[config.mk]
export PLATFORM = sky130hd
export DESIGN_NAME = ramp_follower
export DESIGN_NICKNAME = d
export VERILOG_FILES = /design/src/rtl/ramp_follower.sv
export SDC_FILE = /design/constraint.sdc
export NUM_CORES = 1
export LEC_CHECK = 0
export ABC_CLOCK_PERIOD_IN_PS = 7300
export CAP_MARGIN = 5
export CORE_ASPECT_RATIO = 2
export CORE_MARGIN = 1
export CORE_UTILIZATION = 40
export CTS_CLUSTER_SIZE = 12
export DETAILED_ROUTE_END_ITERATION = 16
export REMOVE_ABC_BUFFERS = 1
export SETUP_SLACK_MARGIN = 0.5
export SLEW_MARGIN = 20
export SYNTH_ARGS = -nofsm -noshare
export SYNTH_HDL_FRONTEND = slang
export SYNTH_SLANG_ARGS = --single-unit
[constraint.sdc]
create_clock -name clock -period 7.3 [get_ports clock]
set_input_delay 1.095 -clock clock [delete_from_list [all_inputs] [get_ports clock]]
set_output_delay 1.095 -clock clock [all_outputs]
set_load 0.005 [all_outputs]
[src/rtl/ramp_follower.sv]
// Multi-channel slew limiter: each channel value steps toward its target by at most `step`
// per prescaler tick, clamped so it never overshoots or wraps.
module ramp_follower #(
    parameter int unsigned bitwidth       = 8,
    parameter int unsigned channels       = 4,
    parameter int unsigned initial_value  = 0,
    parameter int unsigned prescaler_bits = 8
) (
    input  logic                         clock,
    input  logic                         reset,
    input  logic                         enable,
    input  logic [prescaler_bits-1:0]    prescaler,
    input  logic [bitwidth-1:0]          step,
    input  logic [channels-1:0]          load,
    input  logic [channels*bitwidth-1:0] target_value,
    output logic [channels*bitwidth-1:0] value,
    output logic [channels-1:0]          at_target,
    output logic                         tick
);

    logic [prescaler_bits-1:0] count;
    logic                      strobe;

    // >= rather than == so that lowering the period mid-count fires promptly instead of wrapping
    assign strobe = enable && (count >= prescaler);

    always_ff @(posedge clock or posedge reset) begin
        if (reset) begin
            count <= '0;
            tick  <= 1'b0;
        end else begin
            tick <= strobe;
            if (strobe || !enable) begin
                count <= '0;
            end else begin
                count <= count + 1'b1;
            end
        end
    end

    for (genvar i = 0; i < channels; i++) begin : g_ch
        logic [bitwidth-1:0] cur;
        logic [bitwidth-1:0] tgt;
        logic [bitwidth-1:0] up_diff;
        logic [bitwidth-1:0] dn_diff;
        logic [bitwidth-1:0] nxt;

        assign tgt     = target_value[i*bitwidth +: bitwidth];
        assign up_diff = tgt - cur;
        assign dn_diff = cur - tgt;

        always_comb begin
            nxt = cur;
            if (load[i]) begin
                nxt = tgt;
            end else if (strobe && (cur < tgt)) begin
                nxt = cur + ((step < up_diff) ? step : up_diff);
            end else if (strobe && (cur > tgt)) begin
                nxt = cur - ((step < dn_diff) ? step : dn_diff);
            end
        end

        always_ff @(posedge clock or posedge reset) begin
            if (reset) begin
                cur <= bitwidth'(initial_value);
            end else begin
                cur <= nxt;
            end
        end

        assign value[i*bitwidth +: bitwidth] = cur;
        assign at_target[i]                  = (cur == tgt);
    end

endmodule

==> results.md, run 1 <==
- Status: finished, final reports clean
- DR vias/cell: 5.59
- Reg2reg setup slack: 1.16 ns
- Clock transition at path regs: 0.06 ns
- Global-route wire length before repair: 42.0 mm
- Compound-Gate Fraction of Synth Area: 25.1%
- Critical path capture point type: register
- DR WL/cell: 17.1 um
- P per Cell Area: 243 nW/um^2
- Internal cell power: 0.00134 W
- Period minus WS final: 6.62 ns
- Clk network pwr share: 11.2%
- Place WS: -0.120 ns
- Nets@finish: 1475
- Simple-gate share of the synthesized area: 17.0%
- Cells after Synth: 1155
- IO Pins: 92
- Data required, critical path: 7.52 ns
- Die height: 212 um
- Setup CP Type: primary input to register
- Final Hold Fails: 0
- Max cap viols: 0
- Syn_area_per_cell: 7.64 sq um
- Sw Ratio: 48.0%
- Clock Path Buffers: 2
- Worst-Skew Late Latency: 0.31 ns
- CTS H-tree lvls: 2
- Post-Synth XOR/XNOR Area: 8.99%
- Starting Density: 40.9%
- GPL Wtd Cong: 0.881
- Sink Count: 41
- CP startpoint kind: primary input
- Largest family of logic cells by synthesized area: adder cells
- Unrepaired setup endpoints after global routing: yes
- Die width: 107 um
- Inserted Clock Buffers: 5
- Fin crit share: 90.6%
- Async S/R FF share, synth: 100%
- Comb pwr share: 77.9%
- Hold Path Class: register to register
- Initial DRC Count: 239
- Top cells by area, synth: ha_1, dfrtp_1, a21oi_1
- Setup ws final: 0.684 ns
- Setup violations, final: 0
- CTS tree: built
- Post-Syn Area: 8830 sq um
- Vias in the first global route: 8684
- Seq cells post-synth: 41
- Synth Area in Adders: 25.5%
- Sequential fraction of the synthesis area: 11.6%
- Area of the die: 22700 sq um
- Share of layout cells above drive strength 1: 8.89%
- EDFF count, synth: 0
- Cell Rows: 76
- N_diodes: 0
- Crit Path Max Fanout: 6
- VDD IR max: 0.105 mV
- Area grow syn2layout: 19.7%
- Part of the power in registers: 10.9%
- Vias: 8500
- Post-synth top area share: 22.8%
- Critical Path AT: 6.84 ns
- Slew headroom: 36.0%
- Largest net degree at the start of global routing: 42
- Cell variety after synth: 76
- Tightest Pin Transition: 0.957 ns
- Sw Pwr: 0.00124 W
- Initial antenna violation count: 0
- Clk root buf: clkbuf_16
- 1st-pass router iterations: 4
- Routed Antenna Nets: 0
- Yosys warning count: 0
- Fillcell total: 2142
- DP HPWL: 21.4 mm
- Core region area: 21600 sq um
- Port buffer count: 91
- Commonest register cell after synthesis: dfrtp_1
- Pins Over Slew Limit: 0
- Synth area leader: ha_1
- GR Overflow Total: 0
- Gr usage total: 23.5%
- Fmax: 151 MHz
- Layout Skew: 0.0127 ns
- Total wire length: 26.0 mm
- Leakage: 4.90 nW
- Setup Total Neg Slack: 0 ns
- DR DRC count: 0
- Mux share of post-synthesis cell area: 4.72%
==> cells in the final DEF (no fill, tap or decap), types with 11 or more instances in the layout <==
cell             netlist  layout
mux2i_1               36      36
clkdlybuf4s50_1        0      89
xnor2_1               61      59
nor3_1                23      23
o21ai_1               17      18
nor2b_1               18      18
o21bai_1              13      13
buf_4                  1      38
o21ai_0               43      38
nand4_1               11      11
dfrtp_1               41      41
fa_1                  12      12
a21o_1                26      26
nand2_1               78      76
nor2_1               106     101
xor2_1                27      27
o211ai_1              20      20
a211oi_1              24      24
nand3_1               22      22
o21a_1                20      20
ha_1                 161     154
a21oi_1              108      99
inv_1                114     112
==> layout make-up <==
class | instances | area (sq um) | share of cell area (%)
Multi-Input combinational cell | 955 | 7390 | 69.9
Timing Repair Buffer | 129 | 1200 | 11.4
Sequential cell | 41 | 1030 | 9.71
Inverter | 115 | 433 | 4.10
Tap cell | 273 | 342 | 3.23
Clock buffer | 6 | 139 | 1.31
Clock inverter | 2 | 37.5 | 0.355
==> final timing paths <==
kind	end	from	cells past startpoint
max	g_ch[0].cur[7]$_DFFE_PP0P_	target_value[3]	27
min	count[0]$_DFF_PP0_	count[0]$_DFF_PP0_	1
min reg2reg	count[0]$_DFF_PP0_	count[0]$_DFF_PP0_	1
max in group asynchronous	g_ch[0].cur[2]$_DFFE_PP0P_	reset	2
max reg2reg	g_ch[0].cur[7]$_DFFE_PP0P_	g_ch[0].cur[1]$_DFFE_PP0P_	26
min in group asynchronous	g_ch[1].cur[5]$_DFFE_PP0P_	reset	2
==> metal layers <==
metal	wire (um)	vias to the layer above	global-route usage, %	share of wire, %
met5	0	-	0	0
met4	1400	0	13.0	5.4
met3	629	65	1.72	2.4
met2	14300	181	46.9	55
met1	9670	3974	23.1	37
li1	-	4280	-	-
==> cells in the mapped netlist (22+ instances only) <==
cell      count
o21ai_0      43
clkbuf_1     35
a211oi_1     24
xnor2_1      61
a21o_1       26
nor2_1      106
a21oi_1     108
nand3_1      22
dfrtp_1      41
nor3_1       23
nand2_1      78
inv_1       114
ha_1        161
mux2i_1      36
xor2_1       27
==> registers in the layout, indices dropped and copies added, names as in the netlist <==
signal and count:
g_ch.cur 32, count 8, tick 1
==> cell families after synthesis <==
logic type,after synthesis
buf+inv,159
mux,40
xor+xnor,89
compound gates,338
flops,41
fa+ha+maj,173
simple gates,315
==> power groups by stage <==
stage / clock network, W / logic, W / registers, W
finish: 0.000288 / 0.00200 / 0.000281
global route: 0.000302 / 0.00225 / 0.000286
CTS: 0.000295 / 0.00195 / 0.000282
detailed placement: 0 / 0.00190 / 0.000286
global placement: 0 / 0.00188 / 0.000285
floorplan: 0 / 0.00139 / 0.000279
==> critical path: stages <==
cell             delay, ns
clkdlybuf4s50_1       0.47
inv_1                 0.11
ha_1                  0.28
nor2_1                0.11
a2111o_1              0.42
o211ai_1              0.15
inv_1                 0.12
ha_4                  0.30
nand4_1               0.10
a21o_1                0.21
a31oi_1               0.14
buf_4                 0.18
o21ai_0               0.09
ha_2                  0.21
buf_4                 0.13
buf_4                 0.12
xnor2_1               0.16
a21oi_1               0.11
ha_1                  0.35
nor2b_1               0.16
o31a_1                0.31
o41a_1                0.46
a211oi_1              0.24
mux2_2                0.23
a2111oi_4             0.05
or3_1                 0.36
a31oi_1               0.16
==> what timing repair did <==
item                                    4_1_cts  5_1_grt
hold buffers                                  0        0
endpoints found under the hold margin         0        0
endpoints found under the setup margin        2        6
resized for setup                            11       39
buffers inserted                              3        4
pin swaps                                     2       11
==> through the flow <==
stage / hold slack [ns] / util [%] / instance area, sq um / std cells / total power [W]
3_3_place_gp: 0.513 / 47.0 / 10100 / 1506 / 0.00217
3_5_place_dp: 0.507 / 47.0 / 10100 / 1506 / 0.00219
6_report: 0.515 / 49.0 / 10600 / 1521 / 0.00257
2_1_floorplan: 0.467 / - / 8640 / 1111 / 0.00167
4_1_cts: 0.516 / 48.1 / 10400 / 1517 / 0.00252
5_1_grt: 0.559 / 49.0 / 10600 / 1521 / 0.00284
No activity file was read; power rests on OpenSTA's default activity.
==> run 2: changes to the inputs <==
- ABC_CLOCK_PERIOD_IN_PS: 7300 -> 5500
- CAP_MARGIN: 5 -> not set
- SKIP_CTS_REPAIR_TIMING: not set -> 1
- clock period: 7.3 -> 5.5 ns (I/O delays scaled with it)
==> results.md, run 2 (same netlist as run 1, synthesis figures left out) <==
- Status: complete, but fails checks
- Failing checks: negative setup slack
- Die width: 107 um
- IO Pins: 92
- Share of layout cells above drive strength 1: 39.2%
- R2R Path End: g_ch[0].cur[7]$_DFFE_PP0P_
- Period minus WS final: 6.03 ns
- Clock Path Buffers: 2
- Tightest Pin Transition: 0.992 ns
- Hold Path Class: register to register
- HP Start: count[0]$_DFF_PP0_
- DR DRC count: 0
- Unrepaired setup endpoints after global routing: yes
- Largest reg by FF count: g_ch.cur
- Layout Skew: 0.00834 ns
- Routed Antenna Nets: 0
- Inserted Clock Buffers: 5
- Hold slack: 0.515 ns
- GPL Wtd Cong: 0.919
- Port buffer count: 91
- P per Cell Area: 346 nW/um^2
- Placed Cells: 1787
- 1st-pass router iterations: 5
- Initial DRC Count: 322
- Largest net degree at the start of global routing: 42
- Max stage delay cell, worst path: a2111o_1
- Initial antenna violation count: 0
- Sink Count: 41
- R2R Path Start: g_ch[0].cur[0]$_DFFE_PP0P_
- Non-Filler Instances: 1849
- CTS tree: built
- CP startpoint kind: primary input
- Setup CP Type: primary input to register
- Area of the die: 22700 sq um
- Fillcell total: 1794
- Worst Hold Depth: 1
- Setup ws final: -0.530 ns
- Clock transition at path regs: 0.07 ns
- Area grow syn2layout: 60.8%
- Fin crit share: 110%
- Global-route wire length before repair: 47.4 mm
- VDD IR max: 0.302 mV
- Die height: 212 um
- Place WS: -1.25 ns
- Most Frequent Cell on Critical Path: a31oi_1
- Clk root buf: clkbuf_16
- Hold Path End: count[0]$_DFF_PP0_
- Total wire length: 32.1 mm
- GR Overflow Total: 0
- Crit-path max cell delay: 0.43 ns
- N_diodes: 0
- Vias in the first global route: 9888
- Most common cell after layout, fill and taps aside: buf_4
- Critical Path AT: 6.22 ns
- Worst-Skew Late Latency: 0.31 ns
- CTS H-tree lvls: 2
- Crit Path Max Fanout: 7
- Fmax: 166 MHz
- Top flop regs: g_ch.cur x32, count x8, tick x1
- Most frequent cells in the layout: buf_4, ha_1, inv_1, nor2_1, nand2_1
- Gr usage total: 26.6%
- Critical path capture point type: register
- Pins Over Slew Limit: 0
- DR vias/cell: 5.49
- DP HPWL: 24.8 mm
- Cell Rows: 76
- Vias: 10200
- Leakage: 6.78 nW
- Slew headroom: 33.6%
- Core region area: 21600 sq um
- Data required, critical path: 5.69 ns
- Starting Density: 40.9%
- Setup violations, final: 3
- Reg2reg setup slack: -0.36 ns
- Nets@finish: 1803
- FF-to-FF path depth: 32
- DR WL/cell: 17.3 um
- Max FFs per register: 32
- Max cap viols: 0
- Final Hold Fails: 0
run 2: cell type report:
| type | count | area, sq um | share of cell area, % |
|---|---|---|---|
| tap | 273 | 342 | 2.41 |
| sequential | 41 | 1030 | 7.24 |
| multi-input combinational | 955 | 8410 | 59.3 |
| inverter | 115 | 440 | 3.10 |
| clock inverter | 3 | 17.5 | 0.123 |
| clock buffer | 5 | 125 | 0.881 |
| timing repair buffer | 457 | 3830 | 27.0 |
run 2: metrics by stage:
stage / TNS (ns) / total power (W) / cell area, sq um / util (%)
3_3_place_gp: -10.65 / 0.00359 / 12300 / 56.9
2_1_floorplan: -2.51 / 0.00222 / 8640 / -
4_1_cts: -5.58 / 0.00401 / 12400 / 57.6
6_report: -1.04 / 0.00492 / 14200 / 65.8
5_1_grt: -2.41 / 0.00531 / 14200 / 65.8
3_5_place_dp: -11.36 / 0.00365 / 12300 / 56.9
run 2: worst max-delay path: cells and delay by family:
| family | cells | cell delay [ns] |
|---|---|---|
| AOI/OAI and AO/OA | 11 | 2.19 |
| adders and majority gates | 5 | 1.31 |
| xor gates and xnor gates | 1 | 0.11 |
| buffers and inverters | 6 | 0.73 |
| muxes | 1 | 0.28 |
| and+or+nand+nor | 8 | 0.77 |
run 2: worst max-delay path by stage:
stage | startpoint | endpoint | slack (ns)
after floorplan | target_value[0] | g_ch[0].cur[7]$_DFFE_PP0P_ | -0.77
after global placement | target_value[0] | g_ch[0].cur[7]$_DFFE_PP0P_ | -1.22
final | target_value[0] | g_ch[0].cur[7]$_DFFE_PP0P_ | -0.53
after detailed placement | target_value[0] | g_ch[0].cur[7]$_DFFE_PP0P_ | -1.25
after global routing | target_value[5] | g_ch[0].cur[7]$_DFFE_PP0P_ | -0.85
after CTS | target_value[0] | g_ch[0].cur[7]$_DFFE_PP0P_ | -0.96
run 2: metal layers:
metal / GRT usage, % / part of all wire [%]
met1: 25.6 / 35
met2: 53.8 / 57
met5: 0 / 0
met4: 15.3 / 6.1
met3: 1.53 / 2.4
run 2: power by group:
part	leakage, nW	internal, W	switching, W
clock network	0.0696	0.000168	0.000164
registers	0.494	0.000329	0.0000280
logic	6.22	0.00227	0.00195
total	6.78	0.00277	0.00215
==> run 3: changes to the inputs <==
- ABC_CLOCK_PERIOD_IN_PS: 5500 -> 6440
- clock period: 5.5 -> 6.44 ns (I/O delays scaled with it)
==> results.md, run 3 (same netlist as run 1, synthesis figures left out) <==
- Initial antenna violation count: 0
- VDD IR max: 0.209 mV
- GR met1 Demand/Resource: 24.7%
- Initial DRC Count: 306
- Place WS: -0.551 ns
- Starting Density: 40.9%
- Hold Path End: count[0]$_DFF_PP0_
- Reg2reg setup slack: 0.46 ns
- R2R Path End: g_ch[0].cur[7]$_DFFE_PP0P_
- Unrepaired setup endpoints after global routing: yes
- Crit Path Max Fanout: 7
- Fmax: 161 MHz
- Final Hold Fails: 0
- CP startpoint kind: primary input
- Setup violations, final: 0
- Tightest Pin Transition: 0.967 ns
- FF-to-FF path depth: 25
- Total wire length: 27.9 mm
- Part of the power in registers: 9.2%
- Most frequent cells in the layout: buf_4, ha_1, inv_1, nor2_1, a21oi_1
- Top flop regs: g_ch.cur x32, count x8, tick x1
- Fin crit share: 96.3%
- Layout Skew: 0.0144 ns
- Gr usage total: 24.6%
- Hold slack: 0.522 ns
- Status: finished, final reports clean
- Largest net degree at the start of global routing: 42
- P per Cell Area: 289 nW/um^2
- N_diodes: 0
- DP HPWL: 22.9 mm
- Routed Antenna Nets: 0
- Slew headroom: 35.3%
- Leakage: 5.76 nW
- Area grow syn2layout: 36.9%
- Register area: 1030 sq um
- Met2 usage: 49.1%
- Setup CP Type: primary input to register
- Clock Path Buffers: 2
- R2R Path Start: g_ch[0].cur[1]$_DFFE_PP0P_
- GR Overflow Total: 0
- Pins Over Slew Limit: 0
- DR DRC count: 0
- Placed Cells: 1654
- Nets@finish: 1627
- Setup ws final: 0.240 ns
- Setup Total Neg Slack: 0 ns
- Share of layout cells above drive strength 1: 23.4%
- Multi-input combinational cell area: 7750 sq um
- Max cap viols: 0
- Sw Ratio: 45.1%
- Clock transition at path regs: 0.06 ns
- CTS tree: built
- Largest reg by FF count: g_ch.cur
- Clk network pwr share: 9.3%
- DR WL/cell: 16.7 um
- Critical path capture point type: register
- CTS H-tree lvls: 2
- Global-route wire length before repair: 44.0 mm
- GR peak layer: met2
- Critical Path AT: 6.43 ns
- Period minus WS final: 6.20 ns
- Comb pwr share: 81.6%
- DR vias/cell: 5.47
- Max FFs per register: 32
- Sink Count: 41
- Sw Pwr: 0.00158 W
- Core region area: 21600 sq um
- Die width: 107 um
- Area of the die: 22700 sq um
- Worst-Skew Late Latency: 0.31 ns
- Clk root buf: clkbuf_16
- HP Start: count[0]$_DFF_PP0_
- Non-Filler Instances: 1673
- 1st-pass router iterations: 5
- Internal cell power: 0.00192 W
- Fillcell total: 1993
- Data required, critical path: 6.67 ns
- Most common cell after layout, fill and taps aside: buf_4
- Inserted Clock Buffers: 5
- Vias in the first global route: 9104
- Met3 usage: 1.69%
- Worst Hold Depth: 1
- Die height: 212 um
- GPL Wtd Cong: 0.904
- Port buffer count: 91
- IO Pins: 92
- Cell Rows: 76
- Vias: 9154
- Hold Path Class: register to register
-- run 3: cell count changes in the layout (fill, tap and decap cells not counted), sizes merged --
cell / before / now
clkdlybuf4s50: 65 / 79
dlymetal6s2s: 14 / 11
bufinv: 0 / 1
clkinv: 4 / 2
clkbuf: 11 / 7
clkinvlp: 1 / 0
buf: 372 / 191
-- run 3: layout make-up --
class                   count  share of cell area, %
clock inverters             1                  0.248
inverters                 115                   3.58
flip-flops and latches     41                   8.49
repair buffers            281                   19.6
clock buffers               7                   1.18
well taps                 273                   2.83
multi-input cells         955                   64.1
-- run 3: critical path: stages --
cell,delay [ns]
buf_6,0.10
ha_4,0.16
fa_2,0.35
nand2b_4,0.17
a2111o_1,0.41
o211ai_1,0.15
inv_1,0.13
ha_4,0.29
nand4_1,0.09
a21o_1,0.19
a31oi_1,0.16
buf_4,0.20
o21ai_1,0.08
ha_2,0.19
buf_4,0.14
xnor2_1,0.21
a21oi_2,0.10
ha_1,0.30
nor2b_1,0.15
o31a_1,0.37
o41a_1,0.47
a211oi_2,0.22
mux4_2,0.29
a2111oi_4,0.04
or3_1,0.38
a31oi_1,0.13
-- run 3: worst max path at each step --
stage / startpoint / end / slack, ns / cells past startpoint
2_1_floorplan: target_value[0] / g_ch[0].cur[7]$_DFFE_PP0P_ / 0.03 / 28
3_3_place_gp: target_value[0] / g_ch[0].cur[7]$_DFFE_PP0P_ / -0.51 / 29
3_5_place_dp: target_value[0] / g_ch[0].cur[7]$_DFFE_PP0P_ / -0.55 / 29
4_1_cts: target_value[0] / g_ch[0].cur[7]$_DFFE_PP0P_ / -0.22 / 29
5_1_grt: target_value[5] / g_ch[0].cur[7]$_DFFE_PP0P_ / -0.1 / 27
6_report: target_value[0] / g_ch[0].cur[7]$_DFFE_PP0P_ / 0.24 / 26
-- run 3: metrics by stage --
step,cell area [sq um],total power (W),utilization [%]
finish,12100,0.00349,56.0
global route,12100,0.00380,56.0
CTS,11400,0.00324,52.9
detailed placement,11300,0.00290,52.1
global placement,11300,0.00286,52.1
floorplan,8640,0.00190,-
-- run 3: per-layer routing --
| layer | vias to the layer above | routed length [um] |
|---|---|---|
| met4 | 0 | 1360 |
| li1 | 4573 | - |
| met5 | - | 0 |
| met2 | 179 | 15700 |
| met1 | 4333 | 10300 |
| met3 | 69 | 590 |
-- run 3: power by group through the flow --
stage	logic, W	clock network (W)	registers, W
after CTS	0.00259	0.000333	0.000320
after global routing	0.00314	0.000340	0.000324
after global placement	0.00254	0	0.000324
after detailed placement	0.00257	0	0.000325
after floorplan	0.00158	0	0.000316
final	0.00285	0.000324	0.000320
